$ cat src/rtl/storage_pkg.sv
// storage_pkg: constants and state encoding shared by the storage writer and
// storage reader blocks.
//   WIDTH    - number of display lines (bits in the storage vector)
//   IDX_W    - width of a returned line index
//   NONE_IDX - index reported when no line bit was set
//   state_t  - IDLE / SCAN / HOLD sequencing states
package storage_pkg;

    localparam int unsigned WIDTH    = 480;
    localparam int unsigned IDX_W    = 16;
    localparam logic [15:0] NONE_IDX = 16'hFFFF;

    typedef enum logic [1:0] {
        IDLE = 2'd0,
        SCAN = 2'd1,
        HOLD = 2'd2
    } state_t;

endpackage

$ cat src/rtl/storage_reader_if.sv
// storage_reader_if: request/result bundle between a requester and the
// storage reader.
//   start        - single-cycle decode request (requester -> reader)
//   storage_bits - one-hot line vector to decode (requester -> reader)
//   idx_ready    - requester accepts the held result (requester -> reader)
//   idx_out      - decoded line index (reader -> requester)
//   idx_valid    - result is being held (reader -> requester)
//   none_set     - captured vector had no bit set (reader -> requester)
//   multi_set    - captured vector had two or more bits set (reader -> requester)
//   busy         - reader is scanning or holding (reader -> requester)
interface storage_reader_if #(
    parameter int unsigned WIDTH = storage_pkg::WIDTH,
    parameter int unsigned IDX_W = storage_pkg::IDX_W
);

    logic             start;
    logic [WIDTH-1:0] storage_bits;
    logic             idx_ready;
    logic [IDX_W-1:0] idx_out;
    logic             idx_valid;
    logic             none_set;
    logic             multi_set;
    logic             busy;

    modport master (
        output start, storage_bits, idx_ready,
        input  idx_out, idx_valid, none_set, multi_set, busy
    );

    modport slave (
        input  start, storage_bits, idx_ready,
        output idx_out, idx_valid, none_set, multi_set, busy
    );

endinterface

$ cat src/rtl/storage_reader.sv
// storage_reader: serially decodes a one-hot line vector into a line index.
// On start the vector is captured into a shadow register and examined one bit
// per clock, lowest index first. The first set bit gives the index; further
// set bits only mark the result as multi-hit. The result is held until the
// consumer accepts it.
//   clk - clock, rising edge
//   rst - asynchronous active-high reset
//   bus - storage_reader_if.slave (start, storage_bits, idx_ready in;
//         idx_out, idx_valid, none_set, multi_set, busy out)
module storage_reader #(
    parameter int unsigned WIDTH = storage_pkg::WIDTH,
    parameter int unsigned IDX_W = storage_pkg::IDX_W
) (
    input logic              clk,
    input logic              rst,
    storage_reader_if.slave  bus
);

    import storage_pkg::*;

    localparam logic [IDX_W-1:0] LAST_IDX = IDX_W'(WIDTH - 1);

    state_t           state;
    state_t           state_next;

    logic [WIDTH-1:0] shadow;
    logic [IDX_W-1:0] cnt;
    logic [1:0]       hits;
    logic [IDX_W-1:0] idx_rec;
    logic             done;
    logic [IDX_W-1:0] idx_q;
    logic             none_q;
    logic             multi_q;

    always_ff @(posedge clk or posedge rst) begin
        if (rst) begin
            state <= IDLE;
        end else begin
            state <= state_next;
        end
    end

    always_comb begin
        state_next    = state;
        bus.busy      = 1'b0;
        bus.idx_valid = 1'b0;
        unique case (state)
            IDLE: begin
                if (bus.start) begin
                    state_next = SCAN;
                end
            end
            SCAN: begin
                bus.busy = 1'b1;
                if (done) begin
                    state_next = HOLD;
                end
            end
            HOLD: begin
                bus.busy      = 1'b1;
                bus.idx_valid = 1'b1;
                if (bus.idx_ready) begin
                    state_next = IDLE;
                end
            end
            default: state_next = IDLE;
        endcase
    end

    // The shadow register shifts right each scan cycle so the bit under
    // examination is always shadow[0]; cnt tracks its original position.
    // The edge after the last bit is examined publishes the registered result.
    always_ff @(posedge clk or posedge rst) begin
        if (rst) begin
            shadow  <= '0;
            cnt     <= '0;
            hits    <= '0;
            idx_rec <= '0;
            done    <= 1'b0;
            idx_q   <= '0;
            none_q  <= 1'b0;
            multi_q <= 1'b0;
        end else begin
            unique case (state)
                IDLE: begin
                    if (bus.start) begin
                        shadow  <= bus.storage_bits;
                        cnt     <= '0;
                        hits    <= '0;
                        idx_rec <= '0;
                        done    <= 1'b0;
                    end
                end
                SCAN: begin
                    if (!done) begin
                        if (shadow[0]) begin
                            if (hits == 2'd0) begin
                                idx_rec <= cnt;
                            end
                            if (hits != 2'd2) begin
                                hits <= hits + 2'd1;
                            end
                        end
                        shadow <= shadow >> 1;
                        if (cnt == LAST_IDX) begin
                            done <= 1'b1;
                        end else begin
                            cnt <= cnt + 1'b1;
                        end
                    end else begin
                        idx_q   <= (hits == 2'd0) ? '1 : idx_rec;
                        none_q  <= (hits == 2'd0);
                        multi_q <= (hits == 2'd2);
                    end
                end
                default: ;
            endcase
        end
    end

    assign bus.idx_out   = idx_q;
    assign bus.none_set  = none_q;
    assign bus.multi_set = multi_q;

endmodule
$ cat src/flat_wrapper.sv
// flat-port wrapper written by rule: the top's interface ports become plain ports
module storage_reader_flat import storage_pkg::*;
#(
    parameter int unsigned WIDTH = storage_pkg::WIDTH,
    parameter int unsigned IDX_W = storage_pkg::IDX_W
)
  (clk, rst, bus_start, bus_storage_bits, bus_idx_ready, bus_idx_out, bus_idx_valid, bus_none_set, bus_multi_set, bus_busy);
  storage_reader_if #(.WIDTH(WIDTH), .IDX_W(IDX_W)) bus_i ();
  input logic clk;
  input logic rst;
  input wire logic [$bits(bus_i.start)-1:0] bus_start;
  input wire logic [$bits(bus_i.storage_bits)-1:0] bus_storage_bits;
  input wire logic [$bits(bus_i.idx_ready)-1:0] bus_idx_ready;
  output wire logic [$bits(bus_i.idx_out)-1:0] bus_idx_out;
  output wire logic [$bits(bus_i.idx_valid)-1:0] bus_idx_valid;
  output wire logic [$bits(bus_i.none_set)-1:0] bus_none_set;
  output wire logic [$bits(bus_i.multi_set)-1:0] bus_multi_set;
  output wire logic [$bits(bus_i.busy)-1:0] bus_busy;
  assign bus_i.start = bus_start;
  assign bus_i.storage_bits = bus_storage_bits;
  assign bus_i.idx_ready = bus_idx_ready;
  assign bus_idx_out = bus_i.idx_out;
  assign bus_idx_valid = bus_i.idx_valid;
  assign bus_none_set = bus_i.none_set;
  assign bus_multi_set = bus_i.multi_set;
  assign bus_busy = bus_i.busy;
  storage_reader #(.WIDTH(WIDTH), .IDX_W(IDX_W)) u_core (.clk(clk), .rst(rst), .bus(bus_i));
endmodule
$ cat config.mk
export PLATFORM = sky130hd
export DESIGN_NAME = storage_reader_flat
export DESIGN_NICKNAME = d
export VERILOG_FILES = /design/src/rtl/storage_pkg.sv /design/src/rtl/storage_reader_if.sv /design/src/rtl/storage_reader.sv /design/src/flat_wrapper.sv
export SDC_FILE = /design/constraint.sdc
export NUM_CORES = 2
export LEC_CHECK = 0
export CAP_MARGIN = 25
export CORE_MARGIN = 5
export CORE_UTILIZATION = 56
export DETAILED_ROUTE_END_ITERATION = 7
export HOLD_SLACK_MARGIN = 0.06
export PLACE_DENSITY = 0.84
export SETUP_SLACK_MARGIN = 0.5
export SYNTH_ARGS = -nofsm -noshare
export SYNTH_HDL_FRONTEND = slang
export SYNTH_SLANG_ARGS = --single-unit
$ cat constraint.sdc
create_clock -name clk -period 27.7 [get_ports clk]
set_clock_uncertainty 0.1 [all_clocks]
set_input_delay 2.77 -clock clk [delete_from_list [all_inputs] [get_ports clk]]
set_output_delay 2.77 -clock clk [all_outputs]
set_load 0.01 [all_outputs]
Yosys cells after proc, flatten, opt, wreduce, memory -nomap -nowiden
Index checks and enable logic that the tools add are counted.
- flip-flop bits (word level): 535
- bits of input ports: 484
- add/subtract/negate cells: 2
- eq/ne operators: 13
- muxes and demuxes: 27
- reductions and logical operators: 11
- operators by type and width (cell ; count):
    480-bit two-way mux ; 2
    480-bit one-hot mux with 2 select lines ; 1
    16-bit two-way mux ; 7
    16-bit one-hot mux with 2 select lines ; 2
    16-bit by 1-bit adder with 16-bit output, second input constant ; 1
    16-bit by 9-bit equality test with 1-bit output, second input constant ; 1
    2-bit two-way mux ; 7
    2-bit inequality test, second input constant ; 5
    5-bit AND reduction ; 2
    2-bit by 1-bit inequality test with 1-bit output, second input constant ; 4
    2-bit one-hot mux with 3 select lines ; 1
    3-bit AND reduction ; 2
    1-bit two-way mux ; 5
    2-bit equality test, second input constant ; 2
    2-bit logical NOT ; 2
    2-bit one-hot mux with 2 select lines ; 1
    2-bit AND reduction ; 2
    4-bit AND reduction ; 1
    2-bit by 1-bit adder with 2-bit output, second input constant ; 1
    2-bit by 1-bit equality test with 1-bit output, second input constant ; 1
    1-bit one-hot mux with 2 select lines ; 1
    2-bit nonzero test ; 1
    2-bit OR reduction ; 1

Logic depth before layout (Yosys ltp)
- word-level depth: 5
- gate-level depth with buffers: 13
- depth with buffers taken out: 7

Worst setup path before layout
Ideal clock, no wire load.
- path kind: input port to flip-flop
- start: input port bus_start
- end: register u_core.shadow[274]
- arrival time: 3.976 ns
- data required time: 27.468 ns
- path slack: 23.492 ns
- stages: 7
- cell sequence: nor2b_1 > or3_1 > clkbuf_1 > buf_2 > buf_6 > clkbuf_1 > o21ai_1
- cells in the longest elaborated chain, start to end: 2
- ends and longest elaborated chain (item ; line ; RTL):
    start, declared ; flat_wrapper.sv:11 ; input wire logic [$bits(bus_i.start)-1:0] bus_start;
    2-bit inequality test (no line) ; -- ;
    3-bit AND reduction (no line) ; -- ;
    end signal, assigned ; storage_reader.sv:87 ; shadow <= bus.storage_bits;
    end signal, assigned ; storage_reader.sv:104 ; shadow <= shadow >> 1;
    end, declared ; storage_reader.sv:26 ; logic [WIDTH-1:0] shadow;
No other way between the ends.
A chain may end at the register's enable or synchronous reset.

Worst setup path in the final report
- start: input port bus_start
- end: register u_core.shadow[43]
Same word-level chain as after synthesis.

==> flow_summary.yaml <==
power_and_ir_drop:
  power_frac_comb: 0.408
  p_seq_frac: 0.388
  vdd_drop_max_v: 0.0001060
  p_switching_mw: 1.372
  p_per_area_nw_per_um2: 114.8
  p_sw_frac: 0.3794
  leakage_nw: 14.24
  p_clk_frac: 0.205
  power_mw: 3.616
  p_int_mw: 2.244
route:
  drc: 0
  wl_met2_mm: 32.54
  firstDrtPassIters: 8
  vias: 18830
  route.met3.wl_mm: 5.361
  wl_mm: 65.62
  top_layer: "met5"
  routedWlPerCell_um: 19.09
  drtIter0Drc: 1618
  antenna_left: 0
  viasPerCell: 5.476
  met1Wirelength_mm: 24.98
cts:
  cts_resized: 0
  clock_path_buffers: 3
  hold_buffers: 0
  clk_pin_slew_ps: 60
  cts_buffers: 56
  cts_max_level: 2
  cts.root.buffer_cell: "clkbuf_16"
  cts_tree: "yes"
  clock_latency_ps: 590
  cts.sinks: 535
  cts_setup_buffers: 0
logic_synthesis:
  synthAdderAreaFrac: 0.003552
  synth_xor_area_frac: 0
  synth_nets: 2868
  synthFlopType: "dfrtp_1"
  synth-simple-area-share: 0.09864
  ys_warn_count: 0
  avgSynthCellArea_um2: 10.37
  synthesis.area_um2: 24660
  synth_compound_area_frac: 0.1124
  ys_types: 43
  synth_top_family_by_area: "multiplexers"
  synth_edf_count: 0
  yosys_register_bits: 535
  synth_mux_area_frac: 0.1962
  synth-async-reset-ratio: 1.000
  seq_area_frac_synth: 0.5429
  syn_inst: 2377
setup_path:
  cp-start-kind: "input port"
  crit_chain: "clkdlybuf4s50_1 -> nor2b_1 -> or3_4 -> buf_4 -> buf_12 -> buf_4 -> o21ai_1"
  slowest_delay_ps: 870
  cp_data_required_time_ps: 28030
  reg2reg_from: "u_core.state[1]"
  crit_path_frequent_cell: "buf_4"
  cp-end-kind: "flop"
  critical_path_class: "in -> reg"
  path_delay_family: "buffers and inverters"
  crit_arrival_ps: 7070
  crit_start: "bus_start"
  cp_max_fo: 259
  critPathBufInv: 4
  cp_slowest_cell: "buf_4"
placement:
  numPortBuffers: 503
  globalplace.congestion: 0.8596
  dp.cells: 3300
  dp_slack_ps: 20440
  dp_hpwl_mm: 45.22
layout:
  stdcell_count: 3438
  fin_nets: 3267
  drive_above_1_share: 0.04044
  final_cell_mix: "dfrtp_1, nand2_1, clkdlybuf4s50_1"
  mostFrequentLayoutCell: "dfrtp_1"
  area_growth_pct: 27.77
die:
  chipWidth_um: 219.8
  io_pins: 504
  core_area_um2: 43360
  dieHeight_um: 219.8
  die_area_um2: 48330
  rows: 76
  initial_core_util: 0.5687
sta:
  worst_pin_slew_ps: 1268
  rsz0062_at_grt: "no"
  drv_slew: 0
  fin_setup_tns_ps: 0
  period_share: 0.2431
  setup-violations-final: 0
  clock.fmax_ghz: 0.1485
  final_hold_viol_count: 0
  maxSlewHeadroom: 0.1549
  min_period_ps: 6734
  setup_ws_ps: 20970
worst_hold_path:
  hold_start: "u_core.idx_rec[6]"
  hold_class: "reg -> reg"
global_route:
  grt_pass1_wl_mm: 101.1
  grt_usage: 0.2619
  grt_max_degree: 303
  grt_pass1_vias: 19230
  antenna_found_initial: 36
  grt-ovfl-total: 0
status:
  status: "completed"
flow_run:
  cap_violations: 0
[flip-flops by register name, summed over array words and instances (netlist names)]
name / cells
u_core.cnt: 16
u_core.hits: 2
u_core.idx_rec: 16
u_core.bus.multi_set: 1
u_core.bus.idx_out: 16
u_core.done: 1
u_core.state: 2
u_core.bus.none_set: 1
u_core.shadow: 480
[final timing paths]
check	to	slack, ps	cells past startpoint
max	u_core.shadow[43]	20970	7
min	u_core.idx_rec[6]	380	2
max reg2reg	u_core.shadow[43]	21980	10
min reg2reg	u_core.idx_rec[6]	380	2
max in group asynchronous	u_core.shadow[199]	22550	5
min in group asynchronous	u_core.shadow[407]	2360	2
[stage by stage]
| stage | hold WS, ps | area [µm²] | utilization |
|---|---|---|---|
| finish | 380.2 | 31510 | 0.7266 |
| global route | 398.6 | 31480 | 0.7261 |
| CTS | 386.0 | 31340 | 0.7228 |
| detailed placement | 372.0 | 29520 | 0.6809 |
| global placement | 361.6 | 29520 | 0.6809 |
| floorplan | 349.2 | 24660 | - |
[worst reg2reg max path, delay by kind of cell (launching register included)]
family / cells / cell delay (ps)
flip-flops: 1 / 390
adder cells (fa/ha/maj): 1 / 160
AND/OR/NAND/NOR: 2 / 1030
AO/OA/AOI/OAI: 1 / 250
buffers and inverters: 6 / 3640
[cell families (layout without fill, tap and decap cells)]
family | Yosys count | after routing
AOI/OAI and AO/OA | 545 | 545
adders and majority gates | 7 | 7
other | 0 | 34
muxes | 483 | 483
DFF | 535 | 535
and+or+nand+nor | 618 | 618
buffers and inverters | 189 | 631
[per-layer routing]
layer  vias up  GRT usage
met4        16     0.1306
met1      9095     0.3105
li1       9023          -
met5         -          0
met3       160    0.08215
met2       531     0.4333
[power groups by stage]
stage	registers, mW	logic, mW	clock network [mW]
2_1_floorplan	1.34	1.25	0
3_3_place_gp	1.38	1.39	0
3_5_place_dp	1.40	1.47	0
4_1_cts	1.40	1.48	0.753
5_1_grt	1.44	1.64	0.788
6_report	1.40	1.47	0.740
[layout make-up]
class / count / area, µm²
Antenna cell: 34 / 85.08
Clock buffer: 92 / 1738
Clock inverter: 9 / 78.83
Fill cell: 3045 / 11850
Inverter: 8 / 37.54
Multi-Input combinational cell: 1653 / 10150
Sequential cell: 535 / 13390
Tap cell: 585 / 732.0
Timing Repair Buffer: 522 / 5300
[cell usage after synthesis (all sizes together) (5+ instances only)]
library cell,count,area share
ha,7,0.0036
nand2,534,0.081
mux2i,480,0.19
dfrtp,535,0.54
nand3,11,0.0022
buf,65,0.027
o21ai,504,0.10
inv,8,0.0012
nor2,42,0.0065
a21oi,26,0.0053
clkbuf,116,0.018
nor3,5,0.0012
No activity file was read; power rests on OpenSTA's default activity.
